<file path="config.mk">
export PLATFORM = sky130hd
export DESIGN_NAME = mvu_fold_ctrl
export DESIGN_NICKNAME = d
export VERILOG_FILES = /design/src/rtl/mvu_fold_ctrl.sv
export SDC_FILE = /design/constraint.sdc
export NUM_CORES = 1
export LEC_CHECK = 0
export CORE_AREA = 5 5 42 44
export DETAILED_ROUTE_END_ITERATION = 6
export DIE_AREA = 0 0 47 49
export PLACE_DENSITY_LB_ADDON = 0.05
export RECOVER_POWER = 100
export SETUP_SLACK_MARGIN = 0.1
export SKIP_CTS_REPAIR_TIMING = 1
export SYNTH_ARGS = -nofsm -noshare
export SYNTH_HDL_FRONTEND = slang
export SYNTH_SLANG_ARGS = --single-unit
</file>
<file path="constraint.sdc">
create_clock -name clk -period 1.05 [get_ports clk]
set_input_delay 0.21 -clock clk [delete_from_list [all_inputs] [get_ports clk]]
set_output_delay 0.21 -clock clk [all_outputs]
set_load 0.03 [all_outputs]
</file>
<file path="src/rtl/mvu_fold_ctrl.sv">
// Sequencing controller for the folded MVU PE array: stream/buffer operand selection,
// weight addressing, accumulator tagging, stall propagation and result-valid pipe.
module mvu_fold_ctrl #(
  parameter  int SIMD    = 2,
  parameter  int PE      = 2,
  parameter  int MATRIXW = 4,
  parameter  int MATRIXH = 4,
  parameter  int PE_LAT  = 2,
  localparam int SF      = MATRIXW / SIMD,
  localparam int NF      = MATRIXH / PE,
  localparam int AW_IB   = (SF > 1) ? $clog2(SF) : 1,
  localparam int AW_WM   = (SF * NF > 1) ? $clog2(SF * NF) : 1
) (
  input  logic             clk,
  input  logic             rst_n,
  input  logic             in_v,
  output logic             in_rdy,
  output logic             ib_wen,
  output logic [AW_IB-1:0] ib_waddr,
  output logic [AW_IB-1:0] ib_raddr,
  output logic             op_src,
  output logic [AW_WM-1:0] wmem_addr,
  output logic             op_v,
  output logic             acc_clr,
  output logic             acc_last,
  output logic             pe_en,
  output logic             out_v,
  input  logic             out_rdy
);

  localparam int AW_NF = (NF > 1) ? $clog2(NF) : 1;

  localparam logic [AW_IB-1:0] SF_LAST    = AW_IB'(SF - 1);
  localparam logic [AW_NF-1:0] NF_LAST    = AW_NF'(NF - 1);
  localparam logic [AW_WM-1:0] WADDR_LAST = AW_WM'(SF * NF - 1);

  if (MATRIXW % SIMD != 0) begin : g_chk_simd
    $error("mvu_fold_ctrl: MATRIXW must be a multiple of SIMD");
  end
  if (MATRIXH % PE != 0) begin : g_chk_pe
    $error("mvu_fold_ctrl: MATRIXH must be a multiple of PE");
  end
  if (PE_LAT < 1) begin : g_chk_lat
    $error("mvu_fold_ctrl: PE_LAT must be at least 1");
  end

  typedef enum logic {
    S_WRITE = 1'b0,
    S_READ  = 1'b1
  } state_e;

  state_e            state_q, state_d;
  logic [AW_IB-1:0]  sf_q, sf_d;
  logic [AW_NF-1:0]  nf_q, nf_d;
  logic [AW_WM-1:0]  waddr_q, waddr_d;
  logic [PE_LAT-1:0] tag_q, tag_d;

  logic issue;
  logic sf_wrap;

  always_comb begin
    out_v = tag_q[PE_LAT-1];
    pe_en = !(out_v && !out_rdy);
    in_rdy = pe_en && (state_q == S_WRITE);

    // Issue is suppressed while reset is asserted even if the stream presents a beat.
    issue = rst_n && pe_en && ((state_q == S_READ) || in_v);
    sf_wrap = (sf_q == SF_LAST);

    op_v      = issue;
    ib_wen    = issue && (state_q == S_WRITE);
    ib_waddr  = sf_q;
    ib_raddr  = sf_q;
    op_src    = (state_q == S_READ);
    wmem_addr = waddr_q;
    acc_clr   = issue && (sf_q == '0);
    acc_last  = issue && sf_wrap;

    state_d = state_q;
    sf_d    = sf_q;
    nf_d    = nf_q;
    waddr_d = waddr_q;

    if (issue) begin
      waddr_d = (waddr_q == WADDR_LAST) ? '0 : waddr_q + 1'b1;
      sf_d    = sf_wrap ? '0 : sf_q + 1'b1;
      if (sf_wrap) begin
        if (state_q == S_WRITE) begin
          if (NF == 1) begin
            nf_d = '0;
          end else begin
            state_d = S_READ;
            nf_d    = AW_NF'(1);
          end
        end else if (nf_q == NF_LAST) begin
          state_d = S_WRITE;
          nf_d    = '0;
        end else begin
          nf_d = nf_q + 1'b1;
        end
      end
    end

    // Tag pipe mirrors the datapath latency and freezes with it.
    tag_d = tag_q;
    if (pe_en) begin
      tag_d[0] = acc_last;
      for (int i = 1; i < PE_LAT; i++) begin
        tag_d[i] = tag_q[i-1];
      end
    end
  end

  always_ff @(posedge clk or negedge rst_n) begin
    if (!rst_n) begin
      state_q <= S_WRITE;
      sf_q    <= '0;
      nf_q    <= '0;
      waddr_q <= '0;
      tag_q   <= '0;
    end else begin
      state_q <= state_d;
      sf_q    <= sf_d;
      nf_q    <= nf_d;
      waddr_q <= waddr_d;
      tag_q   <= tag_d;
    end
  end

endmodule
</file>
# [Yosys cells after proc, flatten, opt, wreduce, memory -nomap -nowiden]
# Cells that the tools add are included.
[classes] addsub=3 multipliers=0 n_div=0 n_lt_le_gt_ge=0 n_eq_ne=1 n_shift=0 n_mux=6 bitwise_logic=2 n_reduce_logical=11
[op_table] operator="logical AND 1 bit" n=7
[op_table] operator="2-to-1 mux 1 bit" n=5
[op_table] operator="adder 1 bit (second input constant)" n=2
[op_table] operator="adder 2 x 1 -> 2 bit (second input constant)" n=1
[op_table] operator="equality test 2 bit (second input constant)" n=1
[op_table] operator="logical NOT 1 bit" n=2
[op_table] operator="2-to-1 mux 2 bit" n=1
[op_table] operator="NOT 1 bit" n=2
[op_table] operator="AND reduction 2 bit" n=1
[op_table] operator="logical OR 1 bit" n=1
[word_totals] reg_bits=7 latch_bits=0 ramBits=0 mem_bits_ro=0 output_inout_bits=12 word_cells=28 mem_count=0

# [Logic depth before layout (Yosys ltp)]
# Gate-level depths: netlist of run 1.
[depth] ltp_word=6 ltp_mapped=5 ltp_nobuf=5

# [Worst setup path after synthesis of run 1]
# OpenSTA, ideal clock, no wires.
[synth_timing] path_kind="flip-flop to output port" start="reg tag_q[1]" end="out acc_clr" arrival_time_ns=1.364 t_required_ns=0.840 slack_ns=-0.524 stages_incl_launch_ff=5 n_path_buf=0 path_cell_list="dfrtp_1 > nor2b_4 > inv_2 > o211ai_4 > nor2_1"
[synth_between] elab_chain_len=5
[synth_rtl] item="from (decl)" line="56" rtl="logic [PE_LAT-1:0] tag_q, tag_d;"
[synth_rtl] item="from (signal assigned)" line="126" rtl="tag_q <= tag_d;"
[synth_rtl] item="logical AND 1 bit" line="63" rtl="pe_en = !(out_v && !out_rdy);"
[synth_rtl] item="logical NOT 1 bit" line="63"
[synth_rtl] item="via pe_en" line="26" rtl="output logic pe_en,"
[synth_rtl] item="logical AND 1 bit (2 in a row)" line="67" rtl="issue = rst_n && pe_en && ((state_q == S_READ) || in_v);"
[synth_rtl] item="logical AND 1 bit" line="76" rtl="acc_clr = issue && (sf_q == '0);"
[synth_rtl] item="to (decl)" line="24" rtl="output logic acc_clr,"
# The timed path passes the listed nets, and every way through them passes these cells.

# [Worst setup path after layout of run 1]
[layout_timing] start="reg tag_q[1]" end="out acc_clr"
[layout_between] elab_chain_len=5
[layout_rtl] item="logical AND 1 bit" line="63"
[layout_rtl] item="logical NOT 1 bit" line="63"
[layout_rtl] item="logical AND 1 bit (2 in a row)" line="67"
[layout_rtl] item="logical AND 1 bit" line="76"
# Every way passes these cells.

==> results.cfg, run 1 <==
[run_status]
status = complete, but fails checks
failed_checks = negative setup slack

[timing]
layout_worst_path_cycle_share_pct = 134
fmax_mhz = 710
timing_worst_slew_pin_value_ps = 294
rsz0062_at_grt = yes
fin_ws_ps = -358
timing.max_slew.rel_slack_pct = 80.4
final.setup_skew_ps = 3.93
timing_max_transition_violations_final = 0
timing.final.hold_violations = 0
layout_min_cycle_time_ps = 1410
endpoints_failing_setup = 13

[drt]
drt.antenna.violating_nets = 0
first_iter_violations = 5
vias_per_cell = 4.07
drt_first_pass_iters = 2
route.final.wire_length_um = 845
vias = 297
drcViolationCount = 0
avgRoutedWirePerCell_um = 11.6

[global_routing]
grt_start_max_net_pins = 6
gr-usage-all-layers_pct = 7.44
grt_antenna_before_repair = 0
grt_first_pass_wirelength_um = 1200
grt.overflow.total = 0
grt_pass1_vias = 292

[finish]
post_route_cells_drive_above_1_share_pct = 75.4
antenna_cells_inserted = 0
layout.cells.non_filler = 73
finish.net_count = 64
area_growth_pct = 109

[pwr]
static-leakage-power_uw = 0.000340
clock_power_share_pct = 9.9
power.ir.vdd_worst_uv = 1270
power.density_cell_area_nw_per_um2 = 3340
comb_power_share_pct = 68.9
p_sw_uw = 940
seqPwrFrac_pct = 21.2
power.switching_fraction_pct = 42.4
p_int_uw = 1280

[setup_path]
crit_start_category = flop
max_incr_delay_on_cp_ps = 390
cp.buffers_inverters = 2
critical_path_required_time_ps = 840
path_cells = nor2b_4, inv_4, o211ai_4, nor2_2, buf_6
critical_path.max_fanout = 4
crit_path_end_kind = output pin
cp_top_family = flip-flops
arrival_ps = 1200
worst-setup-path-type = flop to output pin
regToRegSetupSlack_ps = -270
critPathSlowestCell = sky130_fd_sc_hd__dfrtp_2

[floorplanning]
dieArea_sq_um = 2300
floorplan.core_area_sq_um = 1400
fp.dieW_um = 47
initial_utilization_pct = 22.7
pin_count = 16
die-height_um = 49
std_cell_rows = 14

[placed_design]
placed_cells_incl_taps = 66
gpl.final_weighted_congestion = 0.714
dp_slack_ps = -443
number_of_port_buffers = 15
dp_hpwl_um = 623

[clocking]
number_of_buffers_created_by_cts = 3
worst_skew_pair.late_latency_ps = 250
numClockSinks = 6
cts_root_buf = sky130_fd_sc_hd__clkbuf_4
cts_tree = done
bufs_on_longest_clock_path = 2
cts-htree-levels = 1
cts.reportedPaths.clkPinSlew_ps = 50

[yosys]
netlist_area_sq_um = 318
postSynthRegisterBits = 6
ys_types = 18
synth.net_count = 32
seq_area_frac_synth_pct = 47.2
synth.avg_cell_area_sq_um = 11.8
synthCells = 27
yosys_warnings = 0

[run]
cap_violations = 0

[worst_hold_path]
hp_class = primary input to asynchronous set/reset pin
-- synth_stat cells, drive strengths merged --
library cell,count,share of area (%)
and3,1,2.0
buf,1,2.4
dfrtp,6,47
ha,1,3.9
inv,3,4.3
mux2,3,13
nand2,1,1.2
nand3,1,1.6
nor2,4,4.7
nor2b,2,6.3
o211ai,1,6.7
o21ai,1,1.6
or2b,1,2.4
xnor2,1,2.8
-- power groups by stage --
stage               Clock [uW]  Sequential [uW]  Combinational [uW]
global route               243              483                1610
finish                     220              469                1530
detailed placement           0              445                1220
global placement             0              442                1210
CTS                        231              442                1230
floorplan                    0              646                 545
-- routing by layer --
layer / GRT usage (%) / up-vias / wire [um]
met2: 10.6 / 12 / 425
met4: 5.53 / 0 / 16
met5: 0 / - / 0
met3: 3.32 / 4 / 73
li1: - / 148 / -
met1: 8.30 / 133 / 330
-- logic make-up (layout without fill, tap and decap cells) --
kind of cell | count (synthesis) | in the layout | synth area share, %
buffers and inverters | 4 | 34 | 6.69
AOI/OAI and AO/OA | 2 | 2 | 8.27
adders and majority gates | 1 | 1 | 3.94
DFF | 6 | 6 | 47.2
muxes | 3 | 3 | 13.0
and+or+nand+nor | 10 | 10 | 18.1
xor gates and xnor gates | 1 | 1 | 2.76
-- path summary, 6_finish.rpt --
kind / cells after the start / from / to
worst max-delay path: 5 / tag_q[1] / acc_clr
worst min-delay path: 2 / rst_n / tag_q[1]
worst max register to register: 4 / op_src / wmem_addr[1]
worst min register to register: 1 / tag_q[0] / tag_q[1]
max in group asynchronous: 3 / rst_n / ib_raddr
min in group clk: 5 / out_rdy / tag_q[0]
-- stage by stage --
stage	instance area, sq um	total power, uW	utilization (%)	setup TNS (ps)	hold WS, ps
after floorplan	329	1190	-	-2220	-85.6
after global placement	529	1660	37.8	-4160	454
after detailed placement	529	1670	37.8	-4400	454
after CTS	552	1910	39.4	-3340	365
after global routing	663	2340	47.3	-3720	398
final	663	2220	47.3	-3030	363
-- sequential cells by signal, summed over array words and instances, names as in the netlist --
name / flops
tag_q: 2
wmem_addr: 2
op_src: 1
ib_raddr: 1
-- worst register-to-register path: stages, from the launching register on --
cell and delay (ps):
sky130_fd_sc_hd__dfrtp_2 450, sky130_fd_sc_hd__o211ai_4 280, sky130_fd_sc_hd__inv_4 70, sky130_fd_sc_hd__buf_6 120, sky130_fd_sc_hd__mux2_4 280
-- cell usage in the layout (no fill, tap or decap), drive strengths merged --
master / netlist / final
and3: 1 / 1
buf: 1 / 24
clkbuf: 0 / 4
clkdlybuf4s50: 0 / 1
dfrtp: 6 / 6
dlymetal6s2s: 0 / 2
ha: 1 / 1
inv: 3 / 3
mux2: 3 / 3
nand2: 1 / 1
nand3: 1 / 1
nor2: 4 / 4
nor2b: 2 / 2
o211ai: 1 / 1
o21ai: 1 / 1
or2b: 1 / 1
xnor2: 1 / 1
-- area by class of cell --
cell class	instances	area, sq um
Clock buffer	3	22.5
Tap cell	16	20.0
Fill cell	145	738
Sequential cell	6	154
Inverter	3	16.3
Multi-Input combinational cell	17	171
Timing Repair Buffer	28	279
Note: power is estimated with default switching activity, not from simulation.
==> inputs of run 2 (changes only) <==
--- a/config.mk
+++ b/config.mk
@@ -5,6 +5,7 @@
 export SDC_FILE = /design/constraint.sdc
 export NUM_CORES = 1
 export LEC_CHECK = 0
+export CAP_MARGIN = 20
 export CORE_AREA = 5 5 42 44
 export DETAILED_ROUTE_END_ITERATION = 6
 export DIE_AREA = 0 0 47 49
==> results of run 2 <==
Final layout, timing and power as in run 1 (identical DEF).
==> RTL edit 1 (settings of run 1) <==
Set the parameter `PE_LAT` to 4 (it was 2).
--- a/src/rtl/mvu_fold_ctrl.sv
+++ b/src/rtl/mvu_fold_ctrl.sv
@@ -6,5 +6,5 @@
   parameter  int MATRIXW = 4,
   parameter  int MATRIXH = 4,
-  parameter  int PE_LAT  = 2,
+  parameter  int PE_LAT  = 4,
   localparam int SF      = MATRIXW / SIMD,
   localparam int NF      = MATRIXH / PE,
Check against the original RTL: not equivalent (a bounded check fails within 4 cycles, from zero or initial values and one cycle with rst_n low).
==> RTL edit 1 against run 1 <==
- design area is 15% higher
- area after synthesis rose by 23%
- total power up 6.2%
- the run still ends with setup timing left
- first-iteration DRC count down 100%
- clock power rose by 4%
- sequential cell count increased by 2
- sequential share of layout area is 3.4 points higher
- routed wire length is 21% higher
- largest cell class unchanged
- setup slack lost 0.025 ns
- sequential power is 28% higher
==> RTL edit 1: results (changes against run 1) <==
{
  "met1_usage_in_global_routing": {"value": 0.09234, "change": "+0.009383"},
  "met1_length": {"value": 389, "unit": "um", "change": "+18%"},
  "highest-signal-layer": {"value": "met3"},
  "setup_viol": {"value": 15, "change": "+2"},
  "routed_wirelength": {"value": 1.022, "unit": "mm", "change": "+21%"},
  "dr.pass1.iters": {"value": 1, "change": "-1"},
  "final_critical_path_setup_slack": {"value": -0.3828, "unit": "ns", "change": "-0.02489 ns"},
  "slew_headroom": {"value": 0.7057, "change": "-0.09855"},
  "reg2reg_from": {"value": "nf_q"},
  "clkCellAreaFrac": {"value": 0.02941, "change": "-0.004550"},
  "timing.critical_path.to": {"value": "op_v"},
  "detailedRoute.firstIterationViolations": {"value": 0, "change": "-5"},
  "worst_path_largest_cell_delay": {"value": 0.45, "unit": "ns", "change": "+0.06 ns"},
  "grtUsageMet2": {"value": 0.1538, "change": "+0.04751"},
  "total_met2_wirelength_after_detailed_routing": {"value": 568, "unit": "um", "change": "+34%"},
  "globalRouteMet3Util": {"value": 0.03690, "change": "+0.003690"},
  "n_multi_input_combinational_cell": {"value": 23, "change": "+6"},
  "outcome": {"value": "complete, but fails checks"},
  "final.signal_buffer_count": {"value": 32, "change": "+14%"},
  "peakVddDrop": {"value": 1233, "unit": "uV", "change": "-2.8%"},
  "routed_via_density": {"value": 4.329, "change": "+6.4%"},
  "detailedPlace.worstSlack": {"value": -0.4348, "unit": "ns", "change": "+0.008187 ns"},
  "worst_r2r_dst": {"value": "wmem_addr[0]"},
  "hpwlAfterDp": {"value": 739, "unit": "um", "change": "+19%"},
  "synth_largest_type_area_fraction": {"value": 0.5112, "change": "+0.03874"},
  "synthCells": {"value": 35, "change": "+30%"},
  "yosys-top-cells-count": {"value": "dfrtp_1, nand2_1, nor2_1, inv_4, mux2_4"},
  "dpl-instance-area": {"value": 593.1, "unit": "um2", "change": "+12%"},
  "first_global_vias": {"value": 367, "change": "+26%"},
  "worst_setup_path_startpoint": {"value": "nf_q"},
  "cts_num_sinks": {"value": 8, "change": "+2"},
  "holdCritPathClass": {"value": "primary input to flip-flop"},
  "violations_in_the_final_reports": {"value": "setup timing"},
  "fillerInstances": {"value": 131, "change": "-9.7%"},
  "place_congestion": {"value": 0.7205, "change": "+0.88%"},
  "area_share_nonclk_buffers": {"value": 0.4036, "change": "-0.01716"},
  "synth-seq-area-share": {"value": 0.5112, "change": "+0.03874"},
  "detail_route.wl_per_cell": {"value": 12.02, "unit": "um", "change": "+3.9%"},
  "dr_wl_met3": {"value": 64, "unit": "um", "change": "-12%"},
  "r2r_setup_slack": {"value": -0.30, "unit": "ns", "change": "-0.03 ns"},
  "grt_pass1_wl": {"value": 1.483, "unit": "mm", "change": "+24%"},
  "largest_net_degree_at_the_start_of_global_routing": {"value": 9, "change": "+3"},
  "globalRouteTotalUtil": {"value": 0.09297, "change": "+0.01856"}
}
RTL edit 1: changes by cell type in the layout (fill, tap and decap cells not counted), sizes merged:
cell,before,now
buf,24,28
nand2,1,7
or2b,1,0
dfrtp,6,8
nand2b,0,1
RTL edit 1: where the power goes:
group          leakage (uW)  total [uW]  internal [uW]  switching [uW]
clock network     0.0000138         229            130            98.8
logic              0.000288        1530            799             728
registers         0.0000970         598            459             140
RTL edit 1: logic make-up after synthesis:
kind of cell | share of synthesized area
AO/OA/AOI/OAI | 0.06708
AND/OR/NAND/NOR | 0.2013
buffers and inverters | 0.06070
multiplexers | 0.1054
adder cells (fa/ha/maj) | 0.03194
flip-flops | 0.5112
XOR/XNOR | 0.02237
RTL edit 1: how the worst min path moves through the flow:
stage	endpoint	slack (ns)	depth (start not counted)
final	tag_q[0]	0.46	3
after global routing	tag_q[3]	0.48	1
after CTS	nf_q	0.46	3
after detailed placement	tag_q[3]	0.46	1
after global placement	tag_q[3]	0.45	1
after floorplan	ib_raddr	-0.09	0
==> RTL edit 2 (settings of run 1) <==
Made on the original files. Make the reset (`rst_n`) synchronous in one clocked block.
--- a/src/rtl/mvu_fold_ctrl.sv
+++ b/src/rtl/mvu_fold_ctrl.sv
@@ -112,5 +112,5 @@
   end
 
-  always_ff @(posedge clk or negedge rst_n) begin
+  always_ff @(posedge clk) begin
     if (!rst_n) begin
       state_q <= S_WRITE;
Function: differs if rst_n is asserted again (counterexample within 4 cycles, from zero or initial values and one cycle with rst_n low); with rst_n held inactive, the same outputs for 10 cycles.
==> RTL edit 2 against run 1 <==
- the run still ends with setup timing left
- count of clock-buffer cells in the layout up 1
- sequential cell count unchanged
- design area down 1.9%
- routed wire length rose by 8.5%
- synthesized cell count grew 30%
- setup slack gained 0.016 ns
- area after synthesis decreased by 5.1%
- sequential share of layout area decreased by 3.6 points
- largest cell class unchanged
Power is not compared: it rests on default switching activity, and its combinational part moved more than twofold at a synthesized area within 25%.
==> RTL edit 2: results (changes against run 1) <==
{
  "outcome": {"value": "complete, but fails checks"},
  "violations_in_the_final_reports": {"value": "setup timing"},
  "reg2reg_from": {"value": "tag_q[1]"},
  "hold-worst-slack": {"value": 0.4187, "unit": "ns", "change": "+0.05536 ns"},
  "final_design_area_no_fill": {"value": 650.6, "unit": "um2", "change": "-1.9%"},
  "final_critical_path_setup_slack": {"value": -0.3418, "unit": "ns", "change": "+0.01614 ns"},
  "layout.nets": {"value": 70, "change": "+9.4%"},
  "dominantRegCellSynth": {"value": "dfxtp_1"},
  "avgSynthCellArea": {"value": 8.615, "unit": "um2", "change": "-27%"},
  "fillerInstances": {"value": 150, "change": "+3.4%"},
  "drive_above_1_share": {"value": 0.6406, "change": "-0.1138"},
  "final.setup_skew": {"value": 0.01498, "unit": "ns", "change": "+0.01105 ns"},
  "dpl-instance-area": {"value": 548.0, "unit": "um2", "change": "+3.5%"},
  "total_met2_wirelength_after_detailed_routing": {"value": 467, "unit": "um", "change": "+9.9%"},
  "worst_slew_pin_slew": {"value": 0.3259, "unit": "ns", "change": "+0.03224 ns"},
  "seq_share": {"value": 0.1962, "change": "-0.03592"},
  "synth_fp_nets": {"value": 40, "change": "+25%"},
  "clkCellAreaFrac": {"value": 0.04038, "change": "+0.006422"},
  "multiInputGateArea": {"value": 192.7, "unit": "um2", "change": "+12%"},
  "routed_via_density": {"value": 4.375, "change": "+7.5%"},
  "grt_pass1_wl": {"value": 1.407, "unit": "mm", "change": "+17%"},
  "setup_viol": {"value": 10, "change": "-3"},
  "place_congestion": {"value": 0.7405, "change": "+3.7%"},
  "largest_net_degree_at_the_start_of_global_routing": {"value": 9, "change": "+3"},
  "synth_top_cells_by_area": {"value": "dfxtp_1, mux2i_1, nor2_1, nand2_1, nor2b_4"},
  "met1_length": {"value": 326, "unit": "um", "change": "-1.2%"},
  "dr_wl_met3": {"value": 62, "unit": "um", "change": "-15%"},
  "worst_r2r_dst": {"value": "wmem_addr[0]"}
}
==> RTL edit 2: cell types whose count changed after synthesis, sizes merged, moves of 2 or more <==
| cell | delta |
|---|---|
| nor2 | +2 |
| dfrtp | -6 |
| o21ai | +2 |
| mux2i | +3 |
| nand2 | +4 |
| mux2 | -3 |
| dfxtp | +6 |
==> RTL edit 2: worst max-delay path, cell delays in order <==
cell             delay [ns]
clkdlybuf4s50_1        0.47
buf_6                  0.14
nand2_1                0.11
nor2_4                 0.12
buf_6                  0.13
==> RTL edit 2: layer usage <==
layer | up-vias | global-route usage
met4 | 0 | 0.1106
met5 | - | 0
met3 | 7 | 0.02583
met2 | 13 | 0.1335
li1 | 171 | -
met1 | 159 | 0.08553
==> RTL edit 2: report_power, final <==
part	switching [uW]	total, uW	internal [uW]
clock	105	250	145
sequential	26.2	280	253
combinational	179	354	175
total	310	884	574
==> RTL edit 2: kinds of logic after synthesis <==
family / share of synthesized area
AND/OR/NAND/NOR: 0.2739
flip-flops: 0.3984
adder cells (fa/ha/maj): 0.04149
buffers and inverters: 0.1079
AO/OA/AOI/OAI: 0.07883
multiplexers: 0.09959
==> RTL edit 2: worst max-delay path by stage <==
stage	slack, ns	start	endpoint	cells after the start
floorplan	-0.14	tag_q[1]	ib_wen	3
global placement	-0.41	out_rdy	wmem_addr[0]	6
detailed placement	-0.48	out_rdy	wmem_addr[0]	6
CTS	-0.43	out_rdy	op_v	6
global route	-0.40	tag_q[1]	op_v	5
finish	-0.34	rst_n	acc_clr	5
==> RTL edit 2: through the flow <==
stage	setup TNS (ns)	instances
6_report	-2.433	80
5_1_grt	-2.893	80
4_1_cts	-2.914	78
3_5_place_dp	-4.182	74
3_3_place_gp	-3.971	74
2_1_floorplan	-0.8326	35
